===== config.mk =====
export PLATFORM = sky130hd
export DESIGN_NAME = midi_encoder
export DESIGN_NICKNAME = d
export VERILOG_FILES = /design/src/rtl/midi_pkg.sv /design/src/rtl/midi_rs_cache.sv /design/src/rtl/midi_encoder.sv
export SDC_FILE = /design/constraint.sdc
export NUM_CORES = 1
export LEC_CHECK = 0
export CORE_ASPECT_RATIO = 1.75
export CORE_MARGIN = 2
export CORE_UTILIZATION = 47
export DETAILED_ROUTE_END_ITERATION = 7
export GPL_TIMING_DRIVEN = 0
export HOLD_SLACK_MARGIN = 0.06
export PLACE_DENSITY = 0.78
export SLEW_MARGIN = 15
export SYNTH_ARGS = -nofsm -noshare
export SYNTH_HDL_FRONTEND = slang
export SYNTH_SLANG_ARGS = --single-unit

===== constraint.sdc =====
create_clock -name clk -period 1.89 [get_ports clk]
set_input_delay 0.189 -clock clk [delete_from_list [all_inputs] [get_ports clk]]
set_output_delay 0.189 -clock clk [all_outputs]
set_load 0.1 [all_outputs]

===== src/rtl/midi_pkg.sv =====
// midi_pkg: MIDI constants shared by the encoder and the parser.
// Holds the status opcodes, the evt_type encoding, the encoder FSM state
// encoding, and a helper that builds a status byte from an event.
package midi_pkg;

   // Status-byte high nibbles (bit 7 already set)
   localparam logic [3:0] MIDI_NOTE_OFF   = 4'h8;
   localparam logic [3:0] MIDI_NOTE_ON    = 4'h9;
   localparam logic [3:0] MIDI_POLY_AT    = 4'hA;
   localparam logic [3:0] MIDI_PITCH_BEND = 4'hE;

   typedef enum logic [1:0] {
      EVT_NOTE_OFF   = 2'd0,
      EVT_NOTE_ON    = 2'd1,
      EVT_POLY_AT    = 2'd2,
      EVT_PITCH_BEND = 2'd3
   } evt_type_e;

   typedef enum logic [1:0] {
      ST_IDLE   = 2'd0,
      ST_STATUS = 2'd1,
      ST_DATA1  = 2'd2,
      ST_DATA2  = 2'd3
   } state_e;

   // Status byte = opcode nibble followed by the channel nibble
   function automatic logic [7:0] midi_status(input logic [1:0] evt_type,
                                              input logic [3:0] channel);
      logic [3:0] op;
      case (evt_type)
         EVT_NOTE_OFF:   op = MIDI_NOTE_OFF;
         EVT_NOTE_ON:    op = MIDI_NOTE_ON;
         EVT_POLY_AT:    op = MIDI_POLY_AT;
         default:        op = MIDI_PITCH_BEND;
      endcase
      return {op, channel};
   endfunction

endpackage


===== src/rtl/midi_rs_cache.sv =====
// midi_rs_cache: running-status cache plus idle-timeout counter.
// Only compiled when MIDI_RUNNING_STATUS_EN is defined.
// The cache remembers the status byte of the last completed message; hit
// tells the encoder it may skip the status byte. After RS_TIMEOUT idle
// cycles the cache is dropped, and on the cycle the count is reached the
// timeout takes priority over a hit.
`ifdef MIDI_RUNNING_STATUS_EN
module midi_rs_cache #(
   parameter int RS_TIMEOUT = 9_600_000
) (
   input  logic       clk,
   input  logic       rst_n,
   input  logic       msg_done,
   input  logic [7:0] status_in,
   input  logic       idle,
   output logic       hit
);

   localparam int CW = $clog2(RS_TIMEOUT + 1);
   localparam logic [CW-1:0] CNT_MAX  = CW'(RS_TIMEOUT);
   localparam logic [CW-1:0] CNT_LAST = CW'(RS_TIMEOUT - 1);

   logic          valid_q, valid_d;
   logic [7:0]    cache_q, cache_d;
   logic [CW-1:0] cnt_q, cnt_d;
   logic          timeout;

   // Next-state for the cache and the saturating idle counter
   always_comb begin
      valid_d = valid_q;
      cache_d = cache_q;
      cnt_d   = cnt_q;
      // This idle cycle is the one on which the count reaches RS_TIMEOUT
      timeout = idle && (cnt_q >= CNT_LAST);
      hit     = valid_q && (cache_q == status_in) && !timeout;
      if (msg_done) begin
         valid_d = 1'b1;
         cache_d = status_in;
         cnt_d   = '0;
      end else if (idle) begin
         if (cnt_q < CNT_MAX) cnt_d = cnt_q + CW'(1);
         if (timeout) valid_d = 1'b0;
      end
   end

   // Cache and counter registers; reset leaves the cache invalid
   always_ff @(posedge clk or negedge rst_n) begin
      if (!rst_n) begin
         valid_q <= 1'b0;
         cache_q <= 8'h00;
         cnt_q   <= '0;
      end else begin
         valid_q <= valid_d;
         cache_q <= cache_d;
         cnt_q   <= cnt_d;
      end
   end

endmodule
`endif


===== src/rtl/midi_encoder.sv =====
// midi_encoder: turns synthesiser event strobes into a serial MIDI byte
// stream for the UART, with valid/ready on both sides.
// Optional feature: define MIDI_RUNNING_STATUS_EN to enable running status
// (status byte skipped when it repeats within RS_TIMEOUT idle cycles).
module midi_encoder
   import midi_pkg::*;
#(
   parameter int RS_TIMEOUT = 9_600_000
) (
   input  logic       clk,
   input  logic       rst_n,
   input  logic       evt_valid,
   output logic       evt_ready,
   input  logic [1:0] evt_type,
   input  logic [3:0] channel,
   input  logic [6:0] note,
   input  logic [6:0] velocity,
   output logic [7:0] tx_data,
   output logic       tx_valid,
   input  logic       tx_ready,
   output logic       busy
);

   state_e     state_q, state_d;
   logic       evt_ready_q, evt_ready_d;
   logic       tx_valid_q, tx_valid_d;
   logic [7:0] tx_data_q, tx_data_d;
   logic [6:0] note_q, note_d;
   logic [6:0] vel_q, vel_d;
   logic [7:0] evt_status;
   logic       accept;
   logic       hit;

   assign evt_status = midi_status(evt_type, channel);
   assign accept     = (state_q == ST_IDLE) && evt_valid && evt_ready_q;

`ifdef MIDI_RUNNING_STATUS_EN
   logic [7:0] status_q, status_d;
   logic [7:0] status_in;
   logic       msg_done;

   // Compare against the incoming event while idle, record the held one on completion
   assign status_in = (state_q == ST_IDLE) ? evt_status : status_q;
   assign msg_done  = (state_q == ST_DATA2) && tx_ready;

   // Capture the accepted message's status byte for recording at completion
   always_comb begin
      status_d = accept ? evt_status : status_q;
   end

   // Status holding register for the cache update
   always_ff @(posedge clk or negedge rst_n) begin
      if (!rst_n) status_q <= 8'h00;
      else        status_q <= status_d;
   end

   midi_rs_cache #(
      .RS_TIMEOUT (RS_TIMEOUT)
   ) u_rs_cache (
      .clk       (clk),
      .rst_n     (rst_n),
      .msg_done  (msg_done),
      .status_in (status_in),
      .idle      (state_q == ST_IDLE),
      .hit       (hit)
   );
`else
   assign hit = 1'b0;
`endif

   // Next state, registered outputs and event latch
   always_comb begin
      state_d     = state_q;
      evt_ready_d = evt_ready_q;
      tx_valid_d  = tx_valid_q;
      tx_data_d   = tx_data_q;
      note_d      = note_q;
      vel_d       = vel_q;
      case (state_q)
         ST_IDLE: begin
            evt_ready_d = 1'b1;
            if (accept) begin
               note_d      = note;
               vel_d       = velocity;
               evt_ready_d = 1'b0;
               tx_valid_d  = 1'b1;
               if (hit) begin
                  state_d   = ST_DATA1;
                  tx_data_d = {1'b0, note};
               end else begin
                  state_d   = ST_STATUS;
                  tx_data_d = evt_status;
               end
            end
         end
         ST_STATUS: begin
            if (tx_ready) begin
               state_d   = ST_DATA1;
               tx_data_d = {1'b0, note_q};
            end
         end
         ST_DATA1: begin
            if (tx_ready) begin
               state_d   = ST_DATA2;
               tx_data_d = {1'b0, vel_q};
            end
         end
         default: begin
            if (tx_ready) begin
               state_d     = ST_IDLE;
               tx_valid_d  = 1'b0;
               evt_ready_d = 1'b1;
            end
         end
      endcase
   end

   // FSM and output registers; reset abandons any message in flight
   always_ff @(posedge clk or negedge rst_n) begin
      if (!rst_n) begin
         state_q     <= ST_IDLE;
         evt_ready_q <= 1'b0;
         tx_valid_q  <= 1'b0;
         tx_data_q   <= 8'h00;
         note_q      <= 7'h00;
         vel_q       <= 7'h00;
      end else begin
         state_q     <= state_d;
         evt_ready_q <= evt_ready_d;
         tx_valid_q  <= tx_valid_d;
         tx_data_q   <= tx_data_d;
         note_q      <= note_d;
         vel_q       <= vel_d;
      end
   end

   assign evt_ready = evt_ready_q;
   assign tx_valid  = tx_valid_q;
   assign tx_data   = tx_data_q;
   assign busy      = (state_q != ST_IDLE);

endmodule


Word level (Yosys, flattened, before mapping)
Cells that the tools add are included.
{"block": "totals", "elab_cells": 43, "regBits": 26, "in_bits": 24}
{"block": "op_classes", "n_bitwise": 1, "reduce_logical": 13, "muxes": 16, "eq_ne": 7}
{"op": "two-way mux 8 bit", "count": 3}
{"op": "case mux 8 bit (3 select lines)", "count": 1}
{"op": "case mux 3 bit (3 select lines)", "count": 1}
{"op": "two-way mux 2 bit", "count": 4}
{"op": "AND reduction 4 bit", "count": 2}
{"op": "!= test 2 bit, second input constant", "count": 3}
{"op": "case mux 2 bit (3 select lines)", "count": 1}
{"op": "equality test 2 x 1 -> 1 bit, second input constant", "count": 2}
{"op": "equality test 2 bit, second input constant", "count": 2}
{"op": "zero test 2 bit", "count": 2}
{"op": "two-way mux 1 bit", "count": 4}
{"op": "case mux 1 bit (2 select lines)", "count": 2}
{"op": "AND reduction 2 bit", "count": 2}
{"op": "nonzero test 2 bit", "count": 2}
{"op": "AND reduction 3 bit", "count": 1}
{"op": "nonzero test 3 bit", "count": 1}
{"op": "logical AND 1 bit", "count": 2}
{"op": "OR reduction 2 bit", "count": 1}
{"op": "inverter 1 bit", "count": 1}

Logic depth before layout (Yosys ltp)
Gate-level depths: netlist of the first run.
{"block": "depth", "word_depth": 5, "ltp_mapped": 6, "ltp_nobuf": 5}

Worst setup path after synthesis of the first run
Ideal clock, no wire load.
{"block": "synth_path", "kind": "flip-flop to flip-flop", "startpoint": "reg evt_ready_q (netlist: evt_ready)", "endpoint": "reg tx_data_q[0] (netlist: tx_data[0])", "setup_ps": 125, "arrival_time_ps": 1876, "path_stages_with_launch": 4, "path_slack_ps": -111, "period_less_slack_ps": 2001, "cell_sequence": "dfrtp_1 a21boi_2 nor3_4 mux2_2"}
{"block": "synth_between", "elab_chain_len": 3}
{"element": "start, declared", "line": "midi_encoder.sv:25", "source": "logic evt_ready_q, evt_ready_d;"}
{"element": "start signal, assigned", "line": "midi_encoder.sv:129", "source": "evt_ready_q <= evt_ready_d;"}
{"element": "logical AND 1 bit", "line": "midi_encoder.sv:35", "source": "assign accept = (state_q == ST_IDLE) && evt_valid && evt_ready_q;"}
{"element": "!= test 2 bit (no source line)"}
{"element": "AND reduction 4 bit (no source line)"}
{"element": "end signal, assigned", "line": "midi_encoder.sv:131", "source": "tx_data_q <= tx_data_d;"}
{"element": "end, declared", "line": "midi_encoder.sv:27", "source": "logic [7:0] tx_data_q, tx_data_d;"}
Every way passes these cells.
A chain may end at the register's enable or synchronous reset.

Final worst setup path of the first run
{"block": "layout_path", "startpoint": "reg state_q[1]", "endpoint": "reg state_q[1]"}
{"block": "layout_between", "elab_chain_len": 5}
{"element": "start, declared", "line": "midi_encoder.sv:24", "source": "state_e state_q, state_d;"}
{"element": "start signal, assigned", "line": "midi_encoder.sv:128", "source": "state_q <= state_d;"}
{"element": "zero test 2 bit", "line": "midi_encoder.sv:35, midi_encoder.sv:79"}
{"element": "logical AND 1 bit (2 in series)", "line": "midi_encoder.sv:35"}
{"element": "!= test 2 bit (no source line)"}
{"element": "AND reduction 4 bit (no source line)"}
Parallel ways exist; a longest one is shown, timed or not.

==> out/qor.tcl, run 1 <==
set qor(outcome) {finished, final reports clean}
set qor(clkLatencyLatePin_ns) 0.27
set qor(layout-area-overhead-vs-synth_pct) 34.95
set qor(cts.root.buffer_cell) {clkbuf_8}
set qor(n_antenna_cell) 0
set qor(initial_core_util_pct) 50.25
set qor(synth_async_sr_flop_share_pct) 100.0
set qor(yosys_warnings) 0
set qor(detail_route.vias_per_cell) 5.657
set qor(antenna_found_initial) 0
set qor(route.detailed.drc) 0
set qor(synth.cell_area_sq_mm) 0.001267
set qor(clock_sinks) 26
set qor(worst_path_dominant_cell_family) {flip-flops}
set qor(cp-start-kind) {register}
set qor(critical_path.slowest_cell) {dfrtp_1}
set qor(most_repeated_cell_in_the_gate_level_netlist_after_synthesis) {dfrtp_1}
set qor(synth-seq-area-share_pct) 51.33
set qor(first_pass_iters) 4
set qor(yosys.cell_types.count) 24
set qor(drt.antenna.violating_nets) 0
set qor(stdcell_area_sq_mm) 0.001710
set qor(grt_first_pass_wirelength_um) 4692
set qor(post_route_clock_skew_ns) 0.005426
set qor(postRouteWirelength_um) 2701
set qor(hold_removal_path_class) {in2async}
set qor(core_region_area_sq_mm) 0.002522
set qor(hpwl_um) 2033
set qor(synth.top_cells.by_count) {26 x dfrtp_1, 21 x mux2_2, 7 x nor2_1}
set qor(tritoncts) {yes}
set qor(number_of_buffers_created_by_cts) 3
set qor(timing.final.crit_share_pct) 96.77
set qor(ys_top_cells_by_area) {dfrtp_1 51%, mux2_2 19%, ha_1 4.9%, a22oi_1 3.6%, a21oi_1 2.4%}
set qor(die_h_um) 72.70
set qor(synth_edf_count) 0
set qor(drv_cap) 0
set qor(number_of_flip_flops_and_latches_in_the_synthesized_netlist) 26
set qor(vias) 939
set qor(gr-usage-all-layers_pct) 19.84
set qor(synth_top_area_share_pct) 51.33
set qor(timing.fmax_ghz) 0.5468
set qor(cpPeakStageDelay_ns) 0.42
set qor(drt_first_iter_violations) 16
set qor(max-slew-margin-rel_pct) 36.26
set qor(die_outline_area_sq_mm) 0.003144
set qor(worst_ep_required_time_ns) 2.05
set qor(die_x_um) 43.26
set qor(final-setup-viol-count) 0
set qor(grt_start_max_net_pins) 27
set qor(synth_ff_type) {dfrtp_1}
set qor(timing_hold_violations_final) 0
set qor(placement.cell_area_sq_mm) 0.001642
set qor(synthDominantAreaCellType) {dfrtp_1}
set qor(critPathCaptureType) {register}
set qor(final_weighted_congestion_in_routability_driven_placement) 0.7766
set qor(worst-slew-pin-transition_ns) 0.9600
set qor(critPathBufInv) 2
set qor(drive_above_1_share_pct) 30.00
set qor(io_pins) 35
set qor(syn_area_per_cell_sq_um) 12.80
set qor(clock_tree.buffer_depth) 2
set qor(grt_remaining_overflow) 0
set qor(routed_wire_length_per_instance_um) 16.27
set qor(post_synth_inst_count) 99
set qor(vias_in_the_first_global_route) 1001
set qor(nNetsFinal) 170
set qor(place.port_buffers) 34
set qor(timing.final.crit_period_ns) 1.829
set qor(htree_num_levels) 1
set qor(synth_fp_nets) 128
set qor(timing.final.max_slew_violations) 0
set qor(num_rows) 24
set qor(cp_data_arrival_time_ns) 1.99
set qor(critical_path.cell_chain) {inv_1 -> ha_1 -> buf_6 -> o21ba_4 -> nor3_1 -> mux2_2}
set qor(path_clk_slew_ns) 0.09
set qor(rrSetupSlack_ns) 0.06
set qor(timing_worst_setup_path_type) {reg2reg}
set qor(cp_max_fo) 8
flip-flops by register name, indices dropped and copies added (netlist names):
| signal | count |
|---|---|
| tx_data | 8 |
| note_q | 7 |
| vel_q | 7 |
| state_q | 2 |
| evt_ready | 1 |
| tx_valid | 1 |
routing by layer:
| metal | global-route usage (%) | vias to the layer above | wire, um | share of wire (%) |
|---|---|---|---|---|
| li1 | - | 435 | - | - |
| met1 | 23.86 | 479 | 1021 | 38 |
| met2 | 34.99 | 21 | 1541 | 57 |
| met3 | 3.713 | 4 | 98 | 3.6 |
| met4 | 6.397 | 0 | 39 | 1.4 |
| met5 | 0 | - | 0 | 0 |
final timing paths:
kind / startpoint / to / cells past startpoint
worst max register to register: state_q[1] / state_q[1] / 6
worst min-delay path: rst_n / state_q[0] / 2
worst max-delay path: state_q[1] / state_q[1] / 6
max in group asynchronous: rst_n / evt_ready / 2
min in group clk: tx_data[5] / tx_data[5] / 1
worst min register to register: tx_data[5] / tx_data[5] / 1
kinds of logic after synthesis:
group | after synthesis | share of synthesized area, %
AOI/OAI and AO/OA | 21 | 12.73
DFF | 26 | 51.33
and+or+nand+nor | 13 | 6.122
muxes | 23 | 20.24
buffers and inverters | 11 | 4.639
adders and majority gates | 5 | 4.936
through the flow:
stage | setup WS, ns | std cells | utilization (%) | setup TNS (ns) | hold WS (ns)
detailed placement | -0.2730 | 159 | 65.08 | -0.5845 | 0.4973
floorplan | 0.1496 | 99 | - | 0 | -0.1066
global placement | -0.2308 | 159 | 65.08 | -0.2871 | 0.4889
CTS | 0.004946 | 163 | 67.01 | 0 | 0.5115
finish | 0.06101 | 166 | 67.81 | 0 | 0.4562
global route | -0.08636 | 166 | 67.81 | -0.1315 | 0.5173
cell type report:
cell class | instances | area (sq um)
Inverter | 6 | 22.52
Buffer | 4 | 35.03
Clock buffer | 4 | 45.04
Multi-Input combinational cell | 62 | 560.5
Timing Repair Buffer | 38 | 362.8
Tap cell | 26 | 32.53
Sequential cell | 26 | 651.9
Fill cell | 215 | 812.0
cell usage in the layout (no fill, tap or decap), drive strengths merged, types with 2 or more instances in the layout:
master,n
inv,6
nor2,7
buf,8
clkbuf,5
dfrtp,26
mux2,21
ha,5
nor3,2
a22oi,6
clkdlybuf4s50,22
a22o,4
mux2i,2
a21oi,6
dlygate4sd2,10
timing repair:
item,4_1_cts,5_1_grt
endpoints found under the hold margin,0,26
resized for setup,14,4
endpoints found under the setup margin,17,12
buffers inserted,1,2
pin swaps,1,1
hold buffers,0,1
Power of run 1 is left out: the tool's default activity adds up to more than one toggle a clock period on the data nets, which glitch-free logic cannot reach.
==> run 2, diff against run 1 <==
--- a/config.mk
+++ b/config.mk
@@ -7,11 +7,11 @@
 export LEC_CHECK = 0
 export CORE_ASPECT_RATIO = 1.75
 export CORE_MARGIN = 2
-export CORE_UTILIZATION = 47
+export CORE_UTILIZATION = 45
 export DETAILED_ROUTE_END_ITERATION = 7
 export GPL_TIMING_DRIVEN = 0
 export HOLD_SLACK_MARGIN = 0.06
-export PLACE_DENSITY = 0.78
+export PLACE_DENSITY = 0.76
 export SLEW_MARGIN = 15
 export SYNTH_ARGS = -nofsm -noshare
 export SYNTH_HDL_FRONTEND = slang
==> out/qor.tcl, run 2 (synthesis results as in run 1) <==
set qor(cpPeakStageDelay_ns) 0.41
set qor(final_weighted_congestion_in_routability_driven_placement) 0.8175
set qor(fin_cells) 169
set qor(tns_ns) 0
set qor(route.detailed.drc) 0
set qor(worst-slew-pin-transition_ns) 0.9658
set qor(hold_removal_path_class) {in2async}
set qor(cp-start-kind) {register}
set qor(grt_remaining_overflow) 0
set qor(routed_wire_length_per_instance_um) 15.42
set qor(nNetsFinal) 172
set qor(tritoncts) {yes}
set qor(setup_repair_after_global_routing_missed_its_margin) {false}
set qor(layout-area-overhead-vs-synth_pct) 36.62
set qor(num_rows) 25
set qor(clock_tree.buffer_depth) 2
set qor(timing.fmax_ghz) 0.5579
set qor(critical_path.slowest_cell) {dfrtp_1}
set qor(io_pins) 35
set qor(gr-usage-all-layers_pct) 18.32
set qor(max-slew-margin-rel_pct) 35.87
set qor(worst_path_dominant_cell_family) {flip-flops}
set qor(path_clk_slew_ns) 0.09
set qor(timing_hold_violations_final) 0
set qor(timing.final.max_slew_violations) 0
set qor(outcome) {finished, final reports clean}
set qor(cp_data_arrival_time_ns) 1.95
set qor(cts.root.buffer_cell) {clkbuf_8}
set qor(drv_cap) 0
set qor(detail_route.vias_per_cell) 5.491
set qor(final_cell_mix) {25 x dfrtp_1, 22 x clkdlybuf4s50_1, 21 x mux2_2, 10 x dlygate4sd2_1, 7 x nor2_1}
set qor(cp_max_fo) 8
set qor(worst_ep_required_time_ns) 2.05
set qor(vias_in_the_first_global_route) 939
set qor(htree_num_levels) 1
set qor(vias) 928
set qor(mostFrequentLayoutCell) {dfrtp_1}
set qor(hpwl_um) 1950
set qor(number_of_buffers_created_by_cts) 3
set qor(die_x_um) 44.12
set qor(die_outline_area_sq_mm) 0.003274
set qor(timing.final.crit_share_pct) 94.84
set qor(drt_first_iter_violations) 15
set qor(timing.final.crit_period_ns) 1.792
set qor(antenna_found_initial) 0
set qor(postRouteWirelength_um) 2606
set qor(die_h_um) 74.21
set qor(clkLatencyLatePin_ns) 0.27
set qor(grt_start_max_net_pins) 27
set qor(first_pass_iters) 5
set qor(placed_cells) 160
set qor(largest_register_ffs) 8
set qor(final-setup-viol-count) 0
set qor(critPathCaptureType) {register}
set qor(drive_above_1_share_pct) 30.28
set qor(n_antenna_cell) 0
set qor(timing_worst_setup_path_type) {reg2reg}
set qor(grt_first_pass_wirelength_um) 4353
set qor(post_route_clock_skew_ns) 0.001558
set qor(core_region_area_sq_mm) 0.002690
set qor(initial_core_util_pct) 47.12
set qor(critical_path.cell_chain) {inv_1 -> ha_1 -> buf_6 -> o21ba_4 -> nor3_4 -> buf_12 -> mux2_2}
set qor(place.port_buffers) 34
set qor(clock_sinks) 26
set qor(drt.antenna.violating_nets) 0
set qor(share_of_the_core_filled_with_cells_pct) 64.37
set qor(critPathBufInv) 3
==> run 2: cell type report <==
cell class	instances	area [sq um]
clock buffers	4	55.05
flip-flops and latches	26	651.9
inverters	6	22.52
multi-input cells	62	558.0
well taps	27	33.78
plain buffers	4	32.53
repair buffers	40	377.9
fillers	219	958.4
==> run 2: stage by stage <==
stage	area, sq um	hold slack, ns	worst slack, ns
2_1_floorplan	1269	-0.1066	0.1496
4_1_cts	1718	0.5111	0.004046
3_5_place_dp	1643	0.4962	-0.3024
5_1_grt	1732	0.5002	0.004133
6_report	1732	0.4437	0.09753
3_3_place_gp	1643	0.4903	-0.2444
==> run 2: layer usage <==
metal	GRT usage [%]	wire [um]	up-vias
met5	0	0	-
met3	1.456	91	6
li1	-	-	438
met1	22.43	1030	460
met4	10.10	68	0
met2	31.21	1416	24
==> run 2: worst paths after layout <==
check	startpoint	end	slack, ns	cells past startpoint
hold / removal	rst_n	tx_valid	0.44	2
setup / recovery	state_q[1]	tx_data[5]	0.1	7
hold reg to reg	tx_data[2]	tx_data[2]	0.50	1
max in group asynchronous	rst_n	evt_ready	1.03	2
min in group clk	tx_data[2]	tx_data[2]	0.50	1
setup reg to reg	state_q[1]	tx_data[5]	0.1	7
==> run 2: repair_timing <==
item	CTS	global route
endpoints found under the setup margin	17	9
endpoints found under the hold margin	0	26
pin swaps	1	1
buffers inserted	3	2
resized for setup	13	2
hold buffers	0	1
Power of run 2 is left out for the same reason.
==> run 3, diff against run 2 <==
--- a/config.mk
+++ b/config.mk
@@ -16,3 +16,4 @@
 export SYNTH_ARGS = -nofsm -noshare
 export SYNTH_HDL_FRONTEND = slang
 export SYNTH_SLANG_ARGS = --single-unit
+export TNS_END_PERCENT = 1
==> out/qor.tcl, run 3 (synthesis results as in run 1) <==
set qor(dr_wl_met2_um) 1450
set qor(place.port_buffers) 34
set qor(num_rows) 25
set qor(drv_cap) 0
set qor(hpwl_um) 1950
set qor(highest_layer) {met4}
set qor(timing.final.max_slew_violations) 0
set qor(met3_wirelength_um) 74
set qor(grt_start_max_net_pins) 27
set qor(htree_num_levels) 1
set qor(clock_tree.buffer_depth) 2
set qor(timing_worst_setup_path_type) {reg2reg}
set qor(drive_above_1_share_pct) 33.79
set qor(timing.final.crit_share_pct) 98.40
set qor(critPathCaptureType) {register}
set qor(clkLatencyLatePin_ns) 0.27
set qor(detail_route.vias_per_cell) 5.407
set qor(die_h_um) 74.21
set qor(grt_first_pass_wirelength_um) 4353
set qor(final_weighted_congestion_in_routability_driven_placement) 0.8175
set qor(antenna_found_initial) 0
set qor(vias_in_the_first_global_route) 945
set qor(critical_path.slowest_cell) {dfrtp_1}
set qor(vias) 930
set qor(mostFrequentLayoutCell) {dfrtp_1}
set qor(layout-area-overhead-vs-synth_pct) 38.40
set qor(wirelength_met1_um) 1079
set qor(gr-usage-all-layers_pct) 18.34
set qor(route.detailed.drc) 0
set qor(die_x_um) 44.12
set qor(post_route_clock_skew_ns) 0.001932
set qor(final-setup-viol-count) 0
set qor(outcome) {finished, final reports clean}
set qor(drt.antenna.violating_nets) 0
set qor(first_pass_iters) 4
set qor(final_cell_mix) {25 x dfrtp_1, 22 x clkdlybuf4s50_1, 21 x mux2_2, 10 x dlygate4sd2_1, 7 x nor2_1}
set qor(largest_register_ffs) 8
set qor(timing.fmax_ghz) 0.5377
set qor(worst_ep_required_time_ns) 2.05
set qor(tns_ns) 0
set qor(routed_wire_length_per_instance_um) 15.45
set qor(nNetsFinal) 175
set qor(worst-slew-pin-transition_ns) 0.9594
set qor(cts.root.buffer_cell) {clkbuf_8}
set qor(number_of_buffers_created_by_cts) 3
set qor(timing.hold.ws_ns) 0.4413
set qor(cp_max_fo) 7
set qor(cp_data_arrival_time_ns) 2.02
set qor(initial_core_util_pct) 47.12
set qor(worst_path_dominant_cell_family) {flip-flops}
set qor(io_pins) 35
set qor(die_outline_area_sq_mm) 0.003274
set qor(drt_first_iter_violations) 13
set qor(share_of_the_core_filled_with_cells_pct) 65.21
set qor(cpPeakStageDelay_ns) 0.44
set qor(tritoncts) {yes}
set qor(n_antenna_cell) 0
set qor(core_region_area_sq_mm) 0.002690
set qor(grt_remaining_overflow) 0
set qor(hold_removal_path_class) {in2async}
set qor(timing.final.crit_period_ns) 1.860
set qor(timing_hold_violations_final) 0
set qor(max-slew-margin-rel_pct) 36.29
set qor(critPathBufInv) 3
set qor(path_clk_slew_ns) 0.09
set qor(postRouteWirelength_um) 2657
set qor(cp-start-kind) {register}
set qor(critical_path.cell_chain) {inv_2 -> ha_1 -> buf_6 -> o21ba_4 -> nor3_4 -> buf_12 -> mux2_2}
set qor(clock_sinks) 26
==> run 3: cell count changes in the layout (fill, tap and decap cells not counted), sizes merged <==
cell,change
buf,+2
clkbuf,+1
==> run 3: per-stage QoR <==
stage	std cells	setup slack (ns)	cell area [sq um]
2_1_floorplan	99	0.1496	1269
3_3_place_gp	160	-0.2444	1643
3_5_place_dp	160	-0.3024	1643
4_1_cts	164	-0.08308	1680
5_1_grt	172	-0.02806	1754
6_report	172	0.03026	1754
==> run 3: area by class of cell <==
cell class                      count  area [sq um]
Fill cell                         219         935.9
Sequential cell                    26         651.9
Multi-Input combinational cell     62         560.5
Timing Repair Buffer               42         392.9
Clock buffer                        4         55.05
Buffer                              5         37.54
Tap cell                           27         33.78
Inverter                            6         22.52
==> run 3: layer usage <==
metal | global-route usage [%] | vias up
met3 | 1.456 | 6
li1 | - | 441
met4 | 10.77 | 0
met5 | 0 | -
met2 | 31.21 | 22
met1 | 22.19 | 461
==> run 3: worst paths after layout <==
path                       startpoint  cells past startpoint          to  slack, ns
setup / recovery           state_q[1]                      7  tx_data[5]       0.03
setup reg to reg           state_q[1]                      7  tx_data[5]       0.03
max in group asynchronous       rst_n                      2   evt_ready       1.03
min in group clk           tx_data[2]                      1  tx_data[2]       0.50
hold reg to reg            tx_data[2]                      1  tx_data[2]       0.50
hold / removal                  rst_n                      2    tx_valid       0.44
==> run 3: what timing repair did <==
action | 4_1_cts | 5_1_grt
gates resized for setup | 15 | 4
hold buffers | 0 | 1
buffers inserted | 0 | 7
hold endpoints to repair | 0 | 26
pin swaps | 0 | 1
endpoints found under the setup margin | 17 | 7
Power of run 3 is left out for the same reason.
